$ cat src/rtl/instruction_fetch_unit_if.sv
// Instruction memory bus between the fetch unit (master) and the instruction memory (slave).
interface instruction_fetch_unit_if #(
    parameter int ADDRESSWIDTH      = 32,
    parameter int INSTRUCTION_WIDTH = 32
);
    logic [ADDRESSWIDTH-1:0]      imem_address;
    logic [INSTRUCTION_WIDTH-1:0] imem_instruction;

    modport master (output imem_address, input imem_instruction);
    modport slave  (input imem_address, output imem_instruction);
endinterface

$ cat src/rtl/instruction_fetch_unit.sv
// IF stage of the MIPS-lite pipeline: PC, IF/ID register, redirect/flush/stall, HALT and fault handling.
// Optional perf counters are enabled with `define FETCH_PERF_COUNTERS_EN.
module instruction_fetch_unit #(
    parameter int                    ADDRESSWIDTH        = 32,
    parameter int                    INSTRUCTION_WIDTH   = 32,
    parameter int                    BYTESPERINSTRUCTION = 4,
    parameter logic [ADDRESSWIDTH-1:0] RESET_PC          = '0,
    parameter logic [5:0]            HALT_OPCODE         = 6'h11
) (
    input  logic                         clk,
    input  logic                         rst,
    input  logic                         stall,
    input  logic                         flush,
    input  logic                         redirect_valid,
    input  logic [ADDRESSWIDTH-1:0]      redirect_pc,
    instruction_fetch_unit_if.master     imem,
    output logic [INSTRUCTION_WIDTH-1:0] if_id_instruction,
    output logic [ADDRESSWIDTH-1:0]      if_id_pc4,
    output logic                         if_id_valid,
    output logic                         halted,
`ifdef FETCH_PERF_COUNTERS_EN
    output logic [31:0]                  perf_fetch_count,
    output logic [31:0]                  perf_stall_count,
`endif
    output logic                         fetch_fault
);

    typedef enum logic [1:0] {RUN, HALTED, FAULT} state_t;

    localparam logic [ADDRESSWIDTH-1:0] PC_INC     = ADDRESSWIDTH'(BYTESPERINSTRUCTION);
    localparam logic [ADDRESSWIDTH-1:0] ALIGN_MASK = ADDRESSWIDTH'(BYTESPERINSTRUCTION - 1);

    state_t                         state, state_n;
    logic [ADDRESSWIDTH-1:0]        pc, pc_n, pc_plus;
    logic [INSTRUCTION_WIDTH-1:0]   instr_n;
    logic [ADDRESSWIDTH-1:0]        pc4_n;
    logic                           valid_n;
    logic                           capture;
    logic                           misaligned;
    logic                           is_halt;

    assign pc_plus           = pc + PC_INC;
    assign misaligned        = |(redirect_pc & ALIGN_MASK);
    assign is_halt           = (imem.imem_instruction[31:26] == HALT_OPCODE);
    assign imem.imem_address = pc;
    assign halted            = (state == HALTED);
    assign fetch_fault       = (state == FAULT);

    always_ff @(posedge clk or posedge rst) begin
        if (rst) begin
            state             <= RUN;
            pc                <= RESET_PC;
            if_id_instruction <= '0;
            if_id_pc4         <= '0;
            if_id_valid       <= 1'b0;
        end else begin
            state             <= state_n;
            pc                <= pc_n;
            if_id_instruction <= instr_n;
            if_id_pc4         <= pc4_n;
            if_id_valid       <= valid_n;
        end
    end

    always_comb begin
        state_n = state;
        pc_n    = pc;
        instr_n = if_id_instruction;
        pc4_n   = if_id_pc4;
        valid_n = if_id_valid;
        capture = 1'b0;
        case (state)
            RUN, HALTED: begin
                if (redirect_valid) begin
                    pc_n    = redirect_pc;
                    instr_n = '0;
                    pc4_n   = '0;
                    valid_n = 1'b0;
                    state_n = misaligned ? FAULT : RUN;
                end else if (flush) begin
                    instr_n = '0;
                    pc4_n   = '0;
                    valid_n = 1'b0;
                    if (!stall && state == RUN) pc_n = pc_plus;
                end else if (stall) begin
                    // hold PC and IF/ID; in HALTED this keeps the HALT in IF/ID
                end else if (state == RUN) begin
                    capture = 1'b1;
                    pc_n    = pc_plus;
                    instr_n = imem.imem_instruction;
                    pc4_n   = pc_plus;
                    valid_n = 1'b1;
                    if (is_halt) state_n = HALTED;
                end else begin
                    // HALT already sent down once; feed bubbles while stopped
                    instr_n = '0;
                    pc4_n   = '0;
                    valid_n = 1'b0;
                end
            end
            default: ;
        endcase
    end

`ifdef FETCH_PERF_COUNTERS_EN
    always_ff @(posedge clk or posedge rst) begin
        if (rst) begin
            perf_fetch_count <= '0;
            perf_stall_count <= '0;
        end else begin
            if (capture && perf_fetch_count != '1)
                perf_fetch_count <= perf_fetch_count + 32'd1;
            if (state == RUN && stall && !redirect_valid && perf_stall_count != '1)
                perf_stall_count <= perf_stall_count + 32'd1;
        end
    end
`endif

endmodule
$ cat src/flat_wrapper.sv
// flat-port wrapper written by rule: the top's interface ports become plain ports
module instruction_fetch_unit_flat 
#(
    parameter int                    ADDRESSWIDTH        = 32,
    parameter int                    INSTRUCTION_WIDTH   = 32,
    parameter int                    BYTESPERINSTRUCTION = 4,
    parameter logic [ADDRESSWIDTH-1:0] RESET_PC          = '0,
    parameter logic [5:0]            HALT_OPCODE         = 6'h11
)
  (clk, rst, stall, flush, redirect_valid, redirect_pc, if_id_instruction, if_id_pc4, if_id_valid, halted, fetch_fault, imem_imem_address, imem_imem_instruction);
  instruction_fetch_unit_if #(.ADDRESSWIDTH(ADDRESSWIDTH), .INSTRUCTION_WIDTH(INSTRUCTION_WIDTH)) imem_i ();
  input  logic clk;
  input  logic rst;
  input  logic stall;
  input  logic flush;
  input  logic redirect_valid;
  input  logic [ADDRESSWIDTH-1:0] redirect_pc;
  output logic [INSTRUCTION_WIDTH-1:0] if_id_instruction;
  output logic [ADDRESSWIDTH-1:0] if_id_pc4;
  output logic if_id_valid;
  output logic halted;
  output logic fetch_fault;
  output wire logic [$bits(imem_i.imem_address)-1:0] imem_imem_address;
  input wire logic [$bits(imem_i.imem_instruction)-1:0] imem_imem_instruction;
  assign imem_imem_address = imem_i.imem_address;
  assign imem_i.imem_instruction = imem_imem_instruction;
  instruction_fetch_unit #(.ADDRESSWIDTH(ADDRESSWIDTH), .INSTRUCTION_WIDTH(INSTRUCTION_WIDTH), .BYTESPERINSTRUCTION(BYTESPERINSTRUCTION), .RESET_PC(RESET_PC), .HALT_OPCODE(HALT_OPCODE)) u_core (.clk(clk), .rst(rst), .stall(stall), .flush(flush), .redirect_valid(redirect_valid), .redirect_pc(redirect_pc), .imem(imem_i), .if_id_instruction(if_id_instruction), .if_id_pc4(if_id_pc4), .if_id_valid(if_id_valid), .halted(halted), .fetch_fault(fetch_fault));
endmodule
$ cat config.mk
export PLATFORM = sky130hd
export DESIGN_NAME = instruction_fetch_unit_flat
export DESIGN_NICKNAME = d
export VERILOG_FILES = /design/src/rtl/instruction_fetch_unit_if.sv /design/src/rtl/instruction_fetch_unit.sv /design/src/flat_wrapper.sv
export SDC_FILE = /design/constraint.sdc
export NUM_CORES = 1
export LEC_CHECK = 0
export CORE_MARGIN = 2
export CORE_UTILIZATION = 49
export CTS_CLUSTER_DIAMETER = 30
export DETAILED_ROUTE_END_ITERATION = 16
export PLACE_DENSITY = 0.92
export SETUP_SLACK_MARGIN = 0.4
export SLEW_MARGIN = 10
export SYNTH_ARGS = -nofsm -noshare
export SYNTH_HDL_FRONTEND = slang
export SYNTH_SLANG_ARGS = --single-unit
$ cat constraint.sdc
create_clock -name clk -period 7.3 [get_ports clk]
set_input_delay 1.46 -clock clk [delete_from_list [all_inputs] [get_ports clk]]
set_output_delay 1.46 -clock clk [all_outputs]
set_load 0.03 [all_outputs]
==> results.ini <==
[status]
outcome=finished clean

[yosys]
synth-seq-cells=99
ys_top_cells_by_area=sky130_fd_sc_hd__dfrtp_1 (51%), sky130_fd_sc_hd__a22o_1 (6.6%), sky130_fd_sc_hd__nand2_1 (5.1%)
yosys.area_share.adder=0.00256
netlist_instances=503
synthArstFlopShare=1.00
synthXorXnorAreaFrac=0.0501
synth.lib_cells_used.distinct=57
synth.largest_area_cell=sky130_fd_sc_hd__dfrtp_1
synth.mux.area_fraction=0.00409
syn-cell-area_um2=4890
avgSynthCellArea_um2=9.73
yosys.area.top_type_share=0.506
synth-seq-area-share=0.506
synth.net_count=573
postSynth.topFlopCell=sky130_fd_sc_hd__dfrtp_1
synth-simple-area-share=0.192
synth-compound-area-share=0.203
synth-edff-count=0
yosysWarnings=0
synth_top_family_by_area=compound AO/OA/AOI/OAI gates

[clock_network]
quantity_of_hold_fixing_buffers_added_after_cts=0
cts_resized=0
worst_setup_hold_path_clk_slew_ns=0.10
root_buffer=sky130_fd_sc_hd__clkbuf_8
number_of_h_tree_branching_levels=3
insertion_delay_ns=0.38
post_cts.repair.setup_buffers=0
clock_sinks=99
cts-buffers-inserted=9
clock_tree_from_tritoncts=yes
cts_buffer_depth=2

[sta]
timing.final.crit_share=0.559
tightestPinTransition_ns=1.23
finalWorstPathRequiredPeriod_ns=4.08
finalWorstSetupSlack_ns=3.22
finalClockSkew_ns=0.0110
rsz0062_at_grt=false
timing.final.hold_violations=0
setup_tns_after_final_layout_ns=0
max_slew_margin=0.179
clock.fmax_mhz=245
maxSlewViolCount=0
finalSetupViolCount=0

[floorplan]
die_area_um2=10800
chip_width_um=104
initial_utilization=0.503
floorplan.core_area_um2=9730
chipHeight_um=104
core.rowCount=36
floorplan.io_pins=168

[placed_design]
pre_cts_setup_slack_ns=3.20
port_buffer_cells=167
post_dp_cell_area_um2=6600
gp_congestion=0.891
detailedPlacementHpwl_mm=11.0

[power]
power_frac_clock=0.317
power.density_nw_per_um2=156
worst_ir_drop_vdd_uv=90.5
pwr-share-comb=0.137
power_switching_share=0.269
internal-power_w=0.000774
share_seq_of_total_power=0.546
net_load_switching_power_w=0.000285
leakage_nw=2.75

[hold_path]
worstHoldEndpoint=u_core.if_id_pc4[28]
worstHoldPathType=reg -> reg
hold_start=u_core.if_id_pc4[28]
hold_path_depth=2

[finish]
multi_input_gate_area_um2=2210
final_net_count=718
syn2layout_area_growth_pct=38.7
fill_cells=747
drive_gt1_frac=0.0521
seqCellArea_um2=2480
layout.cell_area.non_filler_um2=6790
diodes=0

[detailed_routing]
routedWlPerCell_um=19.5
number_of_drc_markers_in_iteration_0=563
detail_route.first_pass.iterations=6
remaining_drc_errors=0
num_vias=4787
route.antenna.remaining_nets=0
wl_mm=15.3
vias_per_cell=6.09

[critical_path]
crit_type=reg -> out
worstPathCellList=buf_4 > clkinv_1 > nor2_1 > clkdlybuf4s50_1
timing.critical_path.to_type=output port
cp_data_arrival_time_ns=2.62
max_stage_delay_ns=0.73
rr_startpoint=u_core.state[1]
worst_reg2reg_path_depth=5
slowest_stage_cell_cp=sky130_fd_sc_hd__clkdlybuf4s50_1
cp_data_required_time_ns=5.84
cp_max_fo=32
worstReg2RegEnd=u_core.if_id_pc4[26]
critPathLaunchType=flip-flop
r2r_setup_slack_ns=4.49

[global_route]
via_count_of_the_first_global_routing_pass=4652
gr-total-overflow=0
antenna_found_initial=0
groute.usage.overall=0.285
grt_start_max_net_pins=69
grt_first_pass_wirelength_mm=24.7

[flow_run]
maxCapViolations=0

-- power groups by stage --
stage	Clock [W]	Sequential [W]	Combinational [W]
2_1_floorplan	0	0.000608	0.0000441
3_3_place_gp	0	0.000587	0.000143
3_5_place_dp	0	0.000588	0.000145
4_1_cts	0.000341	0.000577	0.000146
5_1_grt	0.000361	0.000580	0.000155
6_report	0.000336	0.000578	0.000145
-- area by class of cell --
class	count	area share
inverter	5	0.00313
timing repair buffer	174	0.254
sequential	99	0.365
tap	133	0.0245
clock buffer	13	0.0234
clock inverter	3	0.00332
multi-input combinational	359	0.326
-- layout by cell type, fill, tap and decap left out, drive strengths merged, types with 4 or more instances in the layout --
cell           Yosys  routed
or4                4       4
and3               7       7
clkinv             2       5
clkbuf            23      13
o21ai             42      42
buf               17       7
nor4               4       4
or3                4       4
nor2              38      38
dfrtp             99      99
a22o              37      37
o311ai             5       5
xnor2             17      17
a22oi              5       5
a211oi             6       6
and4               6       6
nand2             66      66
nand3             25      25
clkdlybuf4s50      0     167
a21oi             19      19
xor2              11      11
o22ai              5       5
o22a               4       4
nand4             12      12
nor3              15      15
-- flip-flops by register name, summed over array words and instances, names as in the netlist --
name,cells
u_core.if_id_pc4,32
u_core.imem.imem_address,32
u_core.if_id_valid,1
u_core.state,2
u_core.if_id_instruction,32
-- kinds of logic after synthesis --
family	Yosys count
AOI/OAI and AO/OA	143
xor gates and xnor gates	28
and+or+nand+nor	185
DFF	99
adders and majority gates	1
buffers and inverters	45
muxes	2
-- per-layer routing --
layer	share of wire	vias to the layer above	global-route usage	routed length [µm]
li1	-	2134	-	-
met1	0.40	2333	0.360	6090
met2	0.48	280	0.460	7370
met3	0.087	40	0.0733	1330
met4	0.035	0	0.138	534
met5	0	-	0	0
-- how the worst max path moves through the flow --
stage | start | end | slack [ns] | cells past startpoint
finish | u_core.state[1] | fetch_fault | 3.22 | 4
CTS | u_core.state[1] | fetch_fault | 3.25 | 4
global route | u_core.state[1] | fetch_fault | 3.08 | 4
detailed placement | redirect_valid | u_core.imem.imem_address[29] | 3.20 | 7
floorplan | rst | u_core.if_id_instruction[0] | 3.25 | 1
global placement | redirect_valid | u_core.imem.imem_address[29] | 3.29 | 7
-- stage by stage --
| stage | utilization | cells | power, W | hold slack, ns |
|---|---|---|---|---|
| after floorplan | - | 503 | 0.000652 | 0.532 |
| after CTS | 0.697 | 786 | 0.00106 | 0.490 |
| after global routing | 0.697 | 786 | 0.00110 | 0.526 |
| final | 0.697 | 786 | 0.00106 | 0.485 |
| after detailed placement | 0.679 | 770 | 0.000733 | 0.470 |
| after global placement | 0.679 | 770 | 0.000730 | 0.460 |
-- synthesized netlist by cell type (7+ instances only) --
cell type and n:
sky130_fd_sc_hd__nor2_1 37, sky130_fd_sc_hd__a22o_1 37, sky130_fd_sc_hd__a21oi_1 19, sky130_fd_sc_hd__xor2_1 11, sky130_fd_sc_hd__o21ai_0 38, sky130_fd_sc_hd__dfrtp_1 99, sky130_fd_sc_hd__xnor2_1 17, sky130_fd_sc_hd__and3_1 7
sky130_fd_sc_hd__nand2_1 66, sky130_fd_sc_hd__nor3_1 12, sky130_fd_sc_hd__nand3_1 24, sky130_fd_sc_hd__nand4_1 9, sky130_fd_sc_hd__buf_2 11, sky130_fd_sc_hd__clkbuf_1 22
-- worst max-delay path: cells and delay by family (launching register included) --
family                 cells  cell delay (ns)
buffers and inverters      3             1.63
AND/OR/NAND/NOR            1             0.25
flip-flops                 1             0.34
No activity file was read; power rests on OpenSTA's default activity.
